File: config.mk
export PLATFORM = sky130hd
export DESIGN_NAME = sram_wb_bridge
export DESIGN_NICKNAME = d
export VERILOG_FILES = /design/src/rtl/sram_wb_bridge.sv
export SDC_FILE = /design/constraint.sdc
export NUM_CORES = 1
export LEC_CHECK = 0
export BUFFER_PORTS_ARGS = -buffer_cell sky130_fd_sc_hd__buf_2
export CAP_MARGIN = 0
export CELL_PAD_IN_SITES_DETAIL_PLACEMENT = 0
export CELL_PAD_IN_SITES_GLOBAL_PLACEMENT = 1
export CORE_UTILIZATION = 30
export DETAILED_ROUTE_END_ITERATION = 10
export PLACE_DENSITY_LB_ADDON = 0.05
export SYNTH_ARGS = -nofsm -noshare
export SYNTH_HDL_FRONTEND = slang
export SYNTH_SLANG_ARGS = --single-unit
export TNS_END_PERCENT = 30
File: constraint.sdc
create_clock -name clk_i -period 1.8 [get_ports clk_i]
set_clock_uncertainty 0.15 [all_clocks]
set_input_delay 0.36 -clock clk_i [delete_from_list [all_inputs] [get_ports clk_i]]
set_output_delay 0.36 -clock clk_i [all_outputs]
set_load 0.05 [all_outputs]
File: src/rtl/sram_wb_bridge.sv
// sram_wb_bridge: turns one 32-bit Wishbone-classic word request into four
// byte accesses on the 8-bit SRAM port. Read bytes return one cycle after
// their strobe and are assembled little-endian into wb_rdt_o. The request
// is then acknowledged with a one-cycle wb_ack_o.
module sram_wb_bridge #(
  parameter int ADDR_W = 14
) (
  input  logic              clk_i,
  input  logic              rst_ni,
  input  logic              wb_cyc_i,
  input  logic              wb_we_i,
  input  logic [ADDR_W-1:0] wb_adr_i,
  input  logic [31:0]       wb_dat_i,
  input  logic [3:0]        wb_sel_i,
  output logic [31:0]       wb_rdt_o,
  output logic              wb_ack_o,
  output logic              sram_read_o,
  output logic              sram_write_o,
  output logic [ADDR_W-1:0] sram_addr_o,
  output logic [7:0]        sram_wdata_o,
  input  logic [7:0]        sram_rdata_i
);

  typedef enum logic [1:0] {
    IDLE  = 2'd0,
    BYTE  = 2'd1,
    DRAIN = 2'd2,
    ACK   = 2'd3
  } state_t;

  state_t            state, state_n;
  logic [1:0]        cnt, cnt_n;

  // Request latched at acceptance; the master may change its inputs afterwards.
  logic [ADDR_W-3:0] wadr_q, wadr_n;
  logic [31:0]       dat_q, dat_n;
  logic [3:0]        sel_q, sel_n;
  logic              we_q, we_n;

  // Next values for the registered bus/SRAM outputs.
  logic              ack_n;
  logic              read_n;
  logic              write_n;
  logic [ADDR_W-1:0] addr_n;
  logic [7:0]        wdata_n;

  // Read-return tracking: a strobe seen last cycle means sram_rdata_i is valid now.
  logic              cap_vld_p1;
  logic [1:0]        cap_idx_p1;

  // The low address bits are ignored: requests are always word aligned.
  logic              adr_lo_unused;
  assign adr_lo_unused = ^wb_adr_i[1:0];

  // Little-endian byte lane selection.
  function automatic logic [7:0] byte_lane(input logic [31:0] word, input logic [1:0] idx);
    logic [7:0] b;
    case (idx)
      2'd0:    b = word[7:0];
      2'd1:    b = word[15:8];
      2'd2:    b = word[23:16];
      default: b = word[31:24];
    endcase
    return b;
  endfunction

  // FSM state, byte counter and latched request.
  always_ff @(posedge clk_i or negedge rst_ni) begin
    if (!rst_ni) begin
      state  <= IDLE;
      cnt    <= 2'd0;
      wadr_q <= '0;
      dat_q  <= '0;
      sel_q  <= '0;
      we_q   <= 1'b0;
    end else begin
      state  <= state_n;
      cnt    <= cnt_n;
      wadr_q <= wadr_n;
      dat_q  <= dat_n;
      sel_q  <= sel_n;
      we_q   <= we_n;
    end
  end

  // Next state, plus the output values for the cycle being entered.
  // The strobes are registered, so each byte's strobe is set up on the edge
  // that starts its BYTE cycle. Byte 0 therefore comes straight from the bus inputs.
  always_comb begin
    state_n = state;
    cnt_n   = cnt;
    wadr_n  = wadr_q;
    dat_n   = dat_q;
    sel_n   = sel_q;
    we_n    = we_q;
    ack_n   = 1'b0;
    read_n  = 1'b0;
    write_n = 1'b0;
    addr_n  = sram_addr_o;
    wdata_n = sram_wdata_o;
    case (state)
      IDLE: begin
        if (wb_cyc_i) begin
          state_n = BYTE;
          cnt_n   = 2'd0;
          wadr_n  = wb_adr_i[ADDR_W-1:2];
          dat_n   = wb_dat_i;
          sel_n   = wb_sel_i;
          we_n    = wb_we_i;
          addr_n  = {wb_adr_i[ADDR_W-1:2], 2'b00};
          wdata_n = wb_dat_i[7:0];
          read_n  = !wb_we_i;
          write_n = wb_we_i && wb_sel_i[0];
        end
      end
      BYTE: begin
        cnt_n = cnt + 2'd1;
        if (cnt == 2'd3) begin
          // Writes are done. Reads still wait one cycle for the last byte.
          state_n = we_q ? ACK : DRAIN;
          ack_n   = we_q;
        end else begin
          addr_n  = {wadr_q, cnt_n};
          wdata_n = byte_lane(dat_q, cnt_n);
          read_n  = !we_q;
          write_n = we_q && sel_q[cnt_n];
        end
      end
      DRAIN: begin
        state_n = ACK;
        ack_n   = 1'b1;
      end
      ACK: begin
        state_n = IDLE;
      end
      default: begin
        state_n = IDLE;
      end
    endcase
  end

  // Registered acknowledge and SRAM-side outputs.
  always_ff @(posedge clk_i or negedge rst_ni) begin
    if (!rst_ni) begin
      wb_ack_o     <= 1'b0;
      sram_read_o  <= 1'b0;
      sram_write_o <= 1'b0;
      sram_addr_o  <= '0;
      sram_wdata_o <= '0;
    end else begin
      wb_ack_o     <= ack_n;
      sram_read_o  <= read_n;
      sram_write_o <= write_n;
      sram_addr_o  <= addr_n;
      sram_wdata_o <= wdata_n;
    end
  end

  // --- stage p1: return byte arrives one cycle after its strobe ---
  // Capture the returned byte into its lane. Only cycles that follow a read
  // strobe update wb_rdt_o, so the word holds through ACK and across writes.
  always_ff @(posedge clk_i or negedge rst_ni) begin
    if (!rst_ni) begin
      cap_vld_p1 <= 1'b0;
      cap_idx_p1 <= 2'd0;
      wb_rdt_o   <= '0;
    end else begin
      cap_vld_p1 <= sram_read_o;
      cap_idx_p1 <= sram_addr_o[1:0];
      if (cap_vld_p1) begin
        case (cap_idx_p1)
          2'd0:    wb_rdt_o[7:0]   <= sram_rdata_i;
          2'd1:    wb_rdt_o[15:8]  <= sram_rdata_i;
          2'd2:    wb_rdt_o[23:16] <= sram_rdata_i;
          default: wb_rdt_o[31:24] <= sram_rdata_i;
        endcase
      end
    end
  end

endmodule

==> impl_metrics.toml <==
[final_layout]
layout-drive-gt1-share = 0.550
fillers = 1528
instances_no_fill = 727
syn_to_final_growth_pct = 39.3
layout.nets = 568
num_antenna_cells = 0

[synthesis]
syn_area_per_cell_sq_um = 13.7
ys_top_cells_by_count = "dfrtp_1, mux2_2, a21oi_1"
synthMuxAreaShare = 0.220
ys.warnings.count = 0
ys_ff_latch = 113
synth_top_cell_by_area = "dfrtp_1"
synthAdderAreaFrac = 0.0207
syn_area_sq_um = 4830
synth_cell_types = 31
synth.most_common_cell = "dfrtp_1"
async_flop_share = 1.00
yosys.area_share.simple = 0.0381
synth_ff_type = "dfrtp_1"
synth_compound_area_frac = 0.108
synth_top_family_by_area = "multiplexers"
yosys-top-cells-area = "dfrtp_1, mux2_2, a21oi_1"
ys_seq_area_frac = 0.585
netlist_instances = 352
syn-num-nets = 422
synth_edf_count = 0
yosysTopAreaCellShare = 0.585
synthXorXnorAreaFrac = 0

[routing]
routed_wl_microns = 12400
via_per_inst = 4.63
initialDrtViolationCount = 106
drtAntennaViolNets = 0
route.detailed.drc = 0
wl_per_cell_microns = 17.0
dr.pass1.iters = 4
vias = 3369

[setup_path]
setup.worst_path.end_class = "flop"
critical_path.max_fanout = 25
r2r_slack_ps = 50
cp.arrival_ps = 1890
required_ps = 1940
startpoint_type = "flop"
path_class = "reg2reg"

[timing]
hold_viol_final = 0
setup_viol = 0
slew_headroom = 0.766
fin_crit_sh = 0.975
tightest_slew_ps = 350
max_freq_mhz = 570
setup_slack_ps = 45.4
drv_slew = 0
rsz0062_at_grt = "yes"
min_period_ps = 1750

[floorplanning]
row_count = 46
die-area_sq_um = 16600
die_h_microns = 129
io_pins = 119
start_util = 0.305
die_width_microns = 129
core_area_sq_um = 15800

[clock_network]
cts_tree = "built"
root_buffer = "clkbuf_16"
clockBufferDepth = 2
clkLatencyLatePin_ps = 410
cts_max_level = 4
cts.sinks = 113
cts.reportedPaths.clkPinSlew_ps = 50
numCtsBuffers = 17

[power_and_ir_drop]
total_power_mw = 16.0
seqPwrFrac = 0.286
leakage_nw = 3.07
pwr-share-comb = 0.471
p_per_area_nw_per_um2 = 2380
p_int_mw = 9.50
sw_frac_of_total = 0.406
p_sw_mw = 6.50
p_clk_frac = 0.242
ir_worst_vdd_mv = 0.931

[placed_design]
gp_congestion = 0.782
place_inst = 685
place_ws_ps = -445
place.detailed.hpwl_microns = 8000
numPortBuffers = 116

[run_status]
outcome = "finished clean"

[global_routing]
grt_pass1_vias = 3387
overflow = 0
antenna_found_initial = 0
grt_max_degree = 59
grt_pass1_wl_microns = 19000
grt.total_usage = 0.156

[min_path]
hold_class = "in2reg"

[flow_run]
cap_violations = 0
-- worst paths after layout --
kind                         startpoint            to  cells past startpoint
max                            state[0]     dat_q[10]                      6
min                        wb_dat_i[28]     dat_q[28]                      2
max in group asynchronous        rst_ni      sel_q[2]                      3
min in group asynchronous        rst_ni  wb_rdt_o[19]                      3
max reg2reg                    state[0]     dat_q[10]                      6
min reg2reg                 sram_read_o    cap_vld_p1                      0
-- state kept, by name, indices dropped and copies added, names as in the netlist, 2 cells and up --
name / cells
cap_idx_p1: 2
cnt: 2
dat_q: 32
sel_q: 4
sram_addr_o: 14
sram_wdata_o: 8
state: 2
wadr_q: 12
wb_rdt_o: 32
-- metrics by stage --
stage | instance area [sq um] | TNS, ps | hold slack [ps] | utilization
2_1_floorplan | 4830 | 0 | -85.6 | -
3_3_place_gp | 5800 | -7220 | 210 | 0.366
3_5_place_dp | 5800 | -8250 | 212 | 0.366
4_1_cts | 6570 | 0 | 11.5 | 0.415
5_1_grt | 6730 | -46.7 | 15.4 | 0.425
6_report | 6730 | 0 | 28.3 | 0.425
-- power groups by stage --
stage | clock, mW | combinational [mW] | sequential (mW)
final | 3.88 | 7.54 | 4.58
after global routing | 4.09 | 8.04 | 4.76
after CTS | 3.97 | 7.23 | 4.58
after detailed placement | 0 | 6.96 | 4.61
after global placement | 0 | 6.89 | 4.58
after floorplan | 0 | 2.90 | 6.76
-- timing repair --
action / CTS / global route
pin swaps: 0 / 0
cloned: 2 / 2
hold endpoints to repair: 113 / 0
endpoints found under the setup margin: 21 / 73
setup buffers: 1 / 4
gates resized for setup: 8 / 23
hold buffers: 1 / 0
-- worst max-delay path, cell delays in order, from the launching register on --
cell and delay [ps]:
dfrtp_1 420, inv_2 80, ha_4 180, buf_8 150, nand2_4 90, buf_12 190
mux2_2 360
-- per-layer routing --
layer	GRT usage	up-vias	routed length, microns	part of all wire
li1	-	1598	-	-
met1	0.202	1671	5670	0.46
met2	0.242	88	5750	0.46
met3	0.0549	12	814	0.066
met4	0.0478	0	130	0.011
met5	0	-	0	0
-- layout make-up --
type	count	area [sq um]	area share
flip-flops and latches	113	2830	0.420
multi-input cells	217	2040	0.303
repair buffers	143	878	0.131
clock buffers	23	488	0.0725
inverters	6	22.5	0.00335
clock inverters	9	200	0.0298
well taps	216	270	0.0402
-- cell usage in the layout, fill, tap and decap left out, types with 5 or more instances in the layout --
master and n:
dfrtp_1 113, nand2b_1 10, bufinv_16 6, mux2i_1 12, mux2_2 81, a31oi_1 9, a21o_1 8, a21oi_1 29
o221ai_1 5, nand2_1 8, buf_2 115, a22o_1 10, mux2_4 5, clkbuf_16 17, buf_12 6, buf_4 19
-- cells by family after synthesis --
kind of cell / Yosys count
compound gates: 80
flops: 113
buf+inv: 26
simple gates: 29
mux: 96
fa+ha+maj: 8
Power figures use the tool's default switching activity.
